File: src/rtl/mux4_rr_arbiter_if.sv
// Bundle of requester lanes, shared sink handshake and grant status for the
// four-way round-robin arbiter.
interface mux4_rr_arbiter_if #(
  parameter int WIDTH = 8
);
  logic [3:0]         req;
  logic [4*WIDTH-1:0] data;
  logic [3:0]         last;
  logic [3:0]         ack;
  logic               out_valid;
  logic [WIDTH-1:0]   out_data;
  logic               out_last;
  logic               out_ready;
  logic [1:0]         sel;
  logic               busy;

  // master: the arbiter itself; slave: requesters plus sink
  modport master (
    input  req, data, last, out_ready,
    output ack, out_valid, out_data, out_last, sel, busy
  );

  modport slave (
    output req, data, last, out_ready,
    input  ack, out_valid, out_data, out_last, sel, busy
  );
endinterface

File: src/rtl/mux4_rr_arbiter.sv
// Four-requester round-robin arbiter driving one shared valid/ready channel;
// a grant lasts one transfer, cut short at MAX_BURST beats.
module mux4_rr_arbiter #(
  parameter int WIDTH     = 8,
  parameter int MAX_BURST = 4
) (
  input  logic             clk,
  input  logic             reset,
  mux4_rr_arbiter_if.master bus
);

  typedef enum logic {IDLE, GRANT} state_t;

  state_t     state;
  logic [1:0] sel_q;
  logic [1:0] last_grant;
  logic [3:0] beat_cnt;
  logic       beat_done;

  // First requester found scanning upward from the one after last_grant.
  function automatic logic [1:0] rr_pick(input logic [3:0] r, input logic [1:0] lg);
    logic [1:0] idx;
    logic       found;
    rr_pick = lg;
    found   = 1'b0;
    for (int k = 1; k <= 4; k++) begin
      idx = lg + 2'(k);
      if (!found && r[idx]) begin
        rr_pick = idx;
        found   = 1'b1;
      end
    end
  endfunction

  assign bus.sel      = sel_q;
  assign bus.busy     = (state == GRANT);
  assign bus.out_data = bus.data[int'(sel_q)*WIDTH +: WIDTH];
  assign beat_done    = bus.out_valid & bus.out_ready;

  always_comb begin
    bus.out_valid = (state == GRANT) & bus.req[sel_q];
    bus.out_last  = bus.out_valid &
                    (bus.last[sel_q] | (beat_cnt == 4'(MAX_BURST - 1)));
    bus.ack       = 4'b0000;
    if (beat_done) bus.ack[sel_q] = 1'b1;
  end

  always_ff @(posedge clk or posedge reset) begin
    if (reset) begin
      state      <= IDLE;
      sel_q      <= 2'd0;
      last_grant <= 2'd3;
      beat_cnt   <= 4'd0;
    end else begin
      case (state)
        IDLE: begin
          if (bus.req != 4'b0000) begin
            sel_q <= rr_pick(bus.req, last_grant);
            state <= GRANT;
          end
        end
        GRANT: begin
          // A dropped req simply stalls the grant; only accepted beats count.
          if (beat_done) begin
            if (bus.out_last) begin
              last_grant <= sel_q;
              beat_cnt   <= 4'd0;
              state      <= IDLE;
            end else begin
              beat_cnt <= beat_cnt + 4'd1;
            end
          end
        end
        default: state <= IDLE;
      endcase
    end
  end

endmodule

File: src/flat_wrapper.sv
// flat-port wrapper written by rule: the top's interface ports become plain ports
module mux4_rr_arbiter_flat 
#(
  parameter int WIDTH     = 8,
  parameter int MAX_BURST = 4
)
  (clk, reset, bus_req, bus_data, bus_last, bus_out_ready, bus_ack, bus_out_valid, bus_out_data, bus_out_last, bus_sel, bus_busy);
  mux4_rr_arbiter_if #(.WIDTH(WIDTH)) bus_i ();
  input  logic clk;
  input  logic reset;
  input wire logic [$bits(bus_i.req)-1:0] bus_req;
  input wire logic [$bits(bus_i.data)-1:0] bus_data;
  input wire logic [$bits(bus_i.last)-1:0] bus_last;
  input wire logic [$bits(bus_i.out_ready)-1:0] bus_out_ready;
  output wire logic [$bits(bus_i.ack)-1:0] bus_ack;
  output wire logic [$bits(bus_i.out_valid)-1:0] bus_out_valid;
  output wire logic [$bits(bus_i.out_data)-1:0] bus_out_data;
  output wire logic [$bits(bus_i.out_last)-1:0] bus_out_last;
  output wire logic [$bits(bus_i.sel)-1:0] bus_sel;
  output wire logic [$bits(bus_i.busy)-1:0] bus_busy;
  assign bus_i.req = bus_req;
  assign bus_i.data = bus_data;
  assign bus_i.last = bus_last;
  assign bus_i.out_ready = bus_out_ready;
  assign bus_ack = bus_i.ack;
  assign bus_out_valid = bus_i.out_valid;
  assign bus_out_data = bus_i.out_data;
  assign bus_out_last = bus_i.out_last;
  assign bus_sel = bus_i.sel;
  assign bus_busy = bus_i.busy;
  mux4_rr_arbiter #(.WIDTH(WIDTH), .MAX_BURST(MAX_BURST)) u_core (.clk(clk), .reset(reset), .bus(bus_i));
endmodule
File: config.mk
export PLATFORM = sky130hd
export DESIGN_NAME = mux4_rr_arbiter_flat
export DESIGN_NICKNAME = d
export VERILOG_FILES = /design/src/rtl/mux4_rr_arbiter_if.sv /design/src/rtl/mux4_rr_arbiter.sv /design/src/flat_wrapper.sv
export SDC_FILE = /design/constraint.sdc
export NUM_CORES = 1
export LEC_CHECK = 0
export ABC_AREA = 0
export CAP_MARGIN = 20
export CORE_ASPECT_RATIO = 1.75
export CORE_UTILIZATION = 35
export CTS_BUF_LIST = sky130_fd_sc_hd__clkbuf_16
export DETAILED_ROUTE_END_ITERATION = 7
export PLACE_DENSITY = 0.87
export SETUP_SLACK_MARGIN = 0.05
export SLEW_MARGIN = 20
export SYNTH_ARGS = -nofsm -noshare
export SYNTH_HDL_FRONTEND = slang
export SYNTH_SLANG_ARGS = --single-unit
File: constraint.sdc
create_clock -name clk -period 2 [get_ports clk]
set_clock_uncertainty 0.15 [all_clocks]
set_input_delay 0.4 -clock clk [delete_from_list [all_inputs] [get_ports clk]]
set_output_delay 0.4 -clock clk [all_outputs]
set_load 0.1 [all_outputs]
==> results.json <==
{
  "synth_cell_types": 35,
  "wl_per_cell_um": 25.8,
  "fp.coreArea_um2": 2330,
  "leakage_nw": 0.925,
  "fin_ws_ns": -0.326,
  "gp_congestion": 0.815,
  "swShare_pct": 52.2,
  "synth-seq-area-share_pct": 26.1,
  "synth_area_per_cell_um2": 10.5,
  "crit_chain": "clkdlybuf4s50_1 > mux2_4 > nor2_4 > nor3b_4 > and2b_4 > buf_12",
  "p_sw_mw": 2.19,
  "syn_area_um2": 873,
  "fp.dieArea_um2": 2710,
  "clockPowerShare_pct": 8.3,
  "synth-edff-count": 0,
  "port_buffers": 59,
  "setup.worst_path.end": "bus_out_last",
  "relSlewSlack_pct": 74.9,
  "drive_above_1_share_pct": 52.9,
  "internal_power_mw": 2.00,
  "yosys_warnings": 0,
  "fmax_ghz": 0.430,
  "worstMarginPinSlew_ns": 0.375,
  "pwr-share-comb_pct": 81.5,
  "cts_tree": "done",
  "synth_fp_nets": 127,
  "num-fill-cells": 86,
  "numCtsBuffers": 3,
  "drt-total-wl_mm": 5.14,
  "power_mw": 4.19,
  "antenna_cells": 0,
  "required_ns": 1.45,
  "critPathCaptureType": "output pin",
  "cp-startpoint": "bus_req[1]",
  "grt_remaining_overflow": 0,
  "violations": "negative setup slack",
  "critPathKind": "in -> out",
  "powerDensity_nw_per_um2": 1990,
  "dpl.cell_count": 182,
  "synth_ff_type": "dfrtp_1",
  "route.detailed.drc": 0,
  "period_needed_ns": 2.33,
  "htree_levels": 1,
  "rr_endpoint": "u_core.beat_cnt[3]$_DFFE_PP0P_",
  "arrival_ns": 1.78,
  "final_common_cell": "clkdlybuf4s50_1",
  "peakVddDrop_mv": 1.61,
  "drt.antenna.violating_nets": 0,
  "clk-insertion-delay-late_ns": 0.23,
  "period_share_pct": 116,
  "firstDrtPassIters": 4,
  "cts_sinks": 9,
  "rsz0062_at_grt": "yes",
  "grtUsageTotal_pct": 34.9,
  "ctsHoldBuffers": 0,
  "outcome": "finished with violations",
  "drv_slew": 0,
  "fp.dieH_um": 68.1,
  "setup_viol": 18,
  "start_util_pct": 37.5,
  "io-pin-count": 60,
  "antenna_found_initial": 0,
  "ys_ff_latch": 9,
  "rows": 23,
  "r2r_cells": 8,
  "vias": 1225,
  "reg2reg_slack_ns": -0.05,
  "routed_via_density": 6.16,
  "synthArstFlopShare_pct": 100,
  "grt_pass1_vias": 1239,
  "grt_pass1_wl_mm": 6.23,
  "maxCapViolations": 0,
  "final_cells": 199,
  "die_w_um": 39.8,
  "synth_cells": 83,
  "hp-class": "in -> async",
  "grt_max_degree": 10,
  "nNetsFinal": 219,
  "hold_viol_final": 0,
  "cts_root_buffer": "clkbuf_16",
  "drtIter0Drc": 43,
  "slowest_stage": "clkdlybuf4s50_1",
  "hpwl_mm": 2.89,
  "areaGrowthSynthToFinish_pct": 141,
  "clk_path_buf_depth": 2,
  "rr_startpoint": "u_core.bus.sel[0]$_DFFE_PP0P_",
  "startpoint_type": "primary input",
  "final_cell_mix": "clkdlybuf4s50_1 (35), buf_4 (22), buf_12 (17), mux4_2 (9), buf_6 (9)",
  "cp_max_fo": 2,
  "p_seq_share_pct": 10.2,
  "slowest_delay_ns": 0.52,
  "path_clk_slew_ns": 0.04
}
==> sequential cells by signal, indices dropped and copies added, names as in the netlist <==
signal	cells
u_core.beat_cnt	4
u_core.bus.sel	2
u_core.last_grant	2
u_core.bus.busy	1
==> critical path, delay by kind of cell <==
family                 cells  cell delay, ns
and+or+nand+nor            3            0.48
buffers and inverters      2            0.69
muxes                      1            0.20
==> per-layer routing <==
| layer | up-vias | share of wire, % | GRT usage [%] | wire length, um |
|---|---|---|---|---|
| li1 | 499 | - | - | - |
| met1 | 564 | 30 | 38.2 | 1550 |
| met2 | 131 | 52 | 58.0 | 2660 |
| met3 | 31 | 13 | 11.4 | 678 |
| met4 | 0 | 4.9 | 16.8 | 252 |
| met5 | - | 0 | 0 | 0 |
==> through the flow <==
step	setup TNS [ns]	worst slack [ns]	instance area, um2	hold slack (ns)	util (%)
global placement	-1.78	-0.354	1850	0.336	79.2
global route	-3.46	-0.327	2110	0.347	90.3
floorplan	-5.00	-0.992	936	0.0765	-
detailed placement	-2.53	-0.345	1850	0.362	79.2
finish	-3.07	-0.326	2110	0.315	90.3
CTS	-2.63	-0.312	2010	0.295	86.4
==> cells in the mapped netlist, types with 2 or more instances <==
master / instances / area (um2)
mux2_2: 3 / 33.8
o21ai_0: 4 / 20.0
nor2b_1: 2 / 12.5
dfstp_2: 2 / 52.6
nor2_1: 10 / 37.5
nand3_1: 2 / 10.0
a21oi_1: 2 / 10.0
nand2b_1: 3 / 18.8
o22ai_1: 3 / 18.8
nand2_1: 5 / 18.8
o41ai_1: 2 / 17.5
mux4_1: 4 / 105
dfrtp_1: 7 / 175
nor3b_1: 2 / 15.0
and2b_1: 2 / 15.0
mux4_2: 5 / 113
and3_1: 3 / 18.8
nand3b_1: 2 / 15.0
inv_1: 4 / 15.0
==> worst min-delay path by stage <==
| stage | to | slack [ns] | startpoint |
|---|---|---|---|
| 2_1_floorplan | u_core.beat_cnt[0]$_DFFE_PP0P_ | 0.08 | reset |
| 5_1_grt | u_core.beat_cnt[1]$_DFFE_PP0P_ | 0.35 | reset |
| 6_report | u_core.bus.busy$_DFF_PP0_ | 0.31 | reset |
| 3_5_place_dp | u_core.beat_cnt[3]$_DFFE_PP0P_ | 0.36 | u_core.beat_cnt[3]$_DFFE_PP0P_ |
| 3_3_place_gp | u_core.beat_cnt[3]$_DFFE_PP0P_ | 0.34 | u_core.beat_cnt[3]$_DFFE_PP0P_ |
| 4_1_cts | u_core.bus.sel[0]$_DFFE_PP0P_ | 0.29 | reset |
==> power by group through the flow <==
stage	clock network (mW)	registers [mW]	logic [mW]
5_1_grt	0.361	0.431	3.51
3_5_place_dp	0	0.418	2.98
3_3_place_gp	0	0.406	2.92
2_1_floorplan	0	0.549	1.71
4_1_cts	0.351	0.405	3.21
6_report	0.348	0.426	3.42
==> cell type report <==
cell class / count / area [um2] / share of cell area (%)
Sequential cell: 9 / 239 / 11.3
Clock buffer: 3 / 75.1 / 3.57
Tap cell: 25 / 31.3 / 1.49
Inverter: 4 / 15.0 / 0.713
Timing Repair Buffer: 91 / 1030 / 49.1
Multi-Input combinational cell: 66 / 708 / 33.6
Clock inverter: 1 / 3.75 / 0.178
==> cells by family after synthesis <==
family          Yosys count  synth area share (%)
simple gates             34                  21.5
buf+inv                   8                  4.44
fa+ha+maj                 1                  1.43
mux                      14                  31.7
flops                     9                  26.1
compound gates           17                  14.9
==> what timing repair did <==
item,CTS,global route
endpoints found under the setup margin,14,22
pin swaps,4,3
gates resized for setup,27,15
cloned,0,0
setup buffers,7,7
Power figures use the tool's default switching activity.
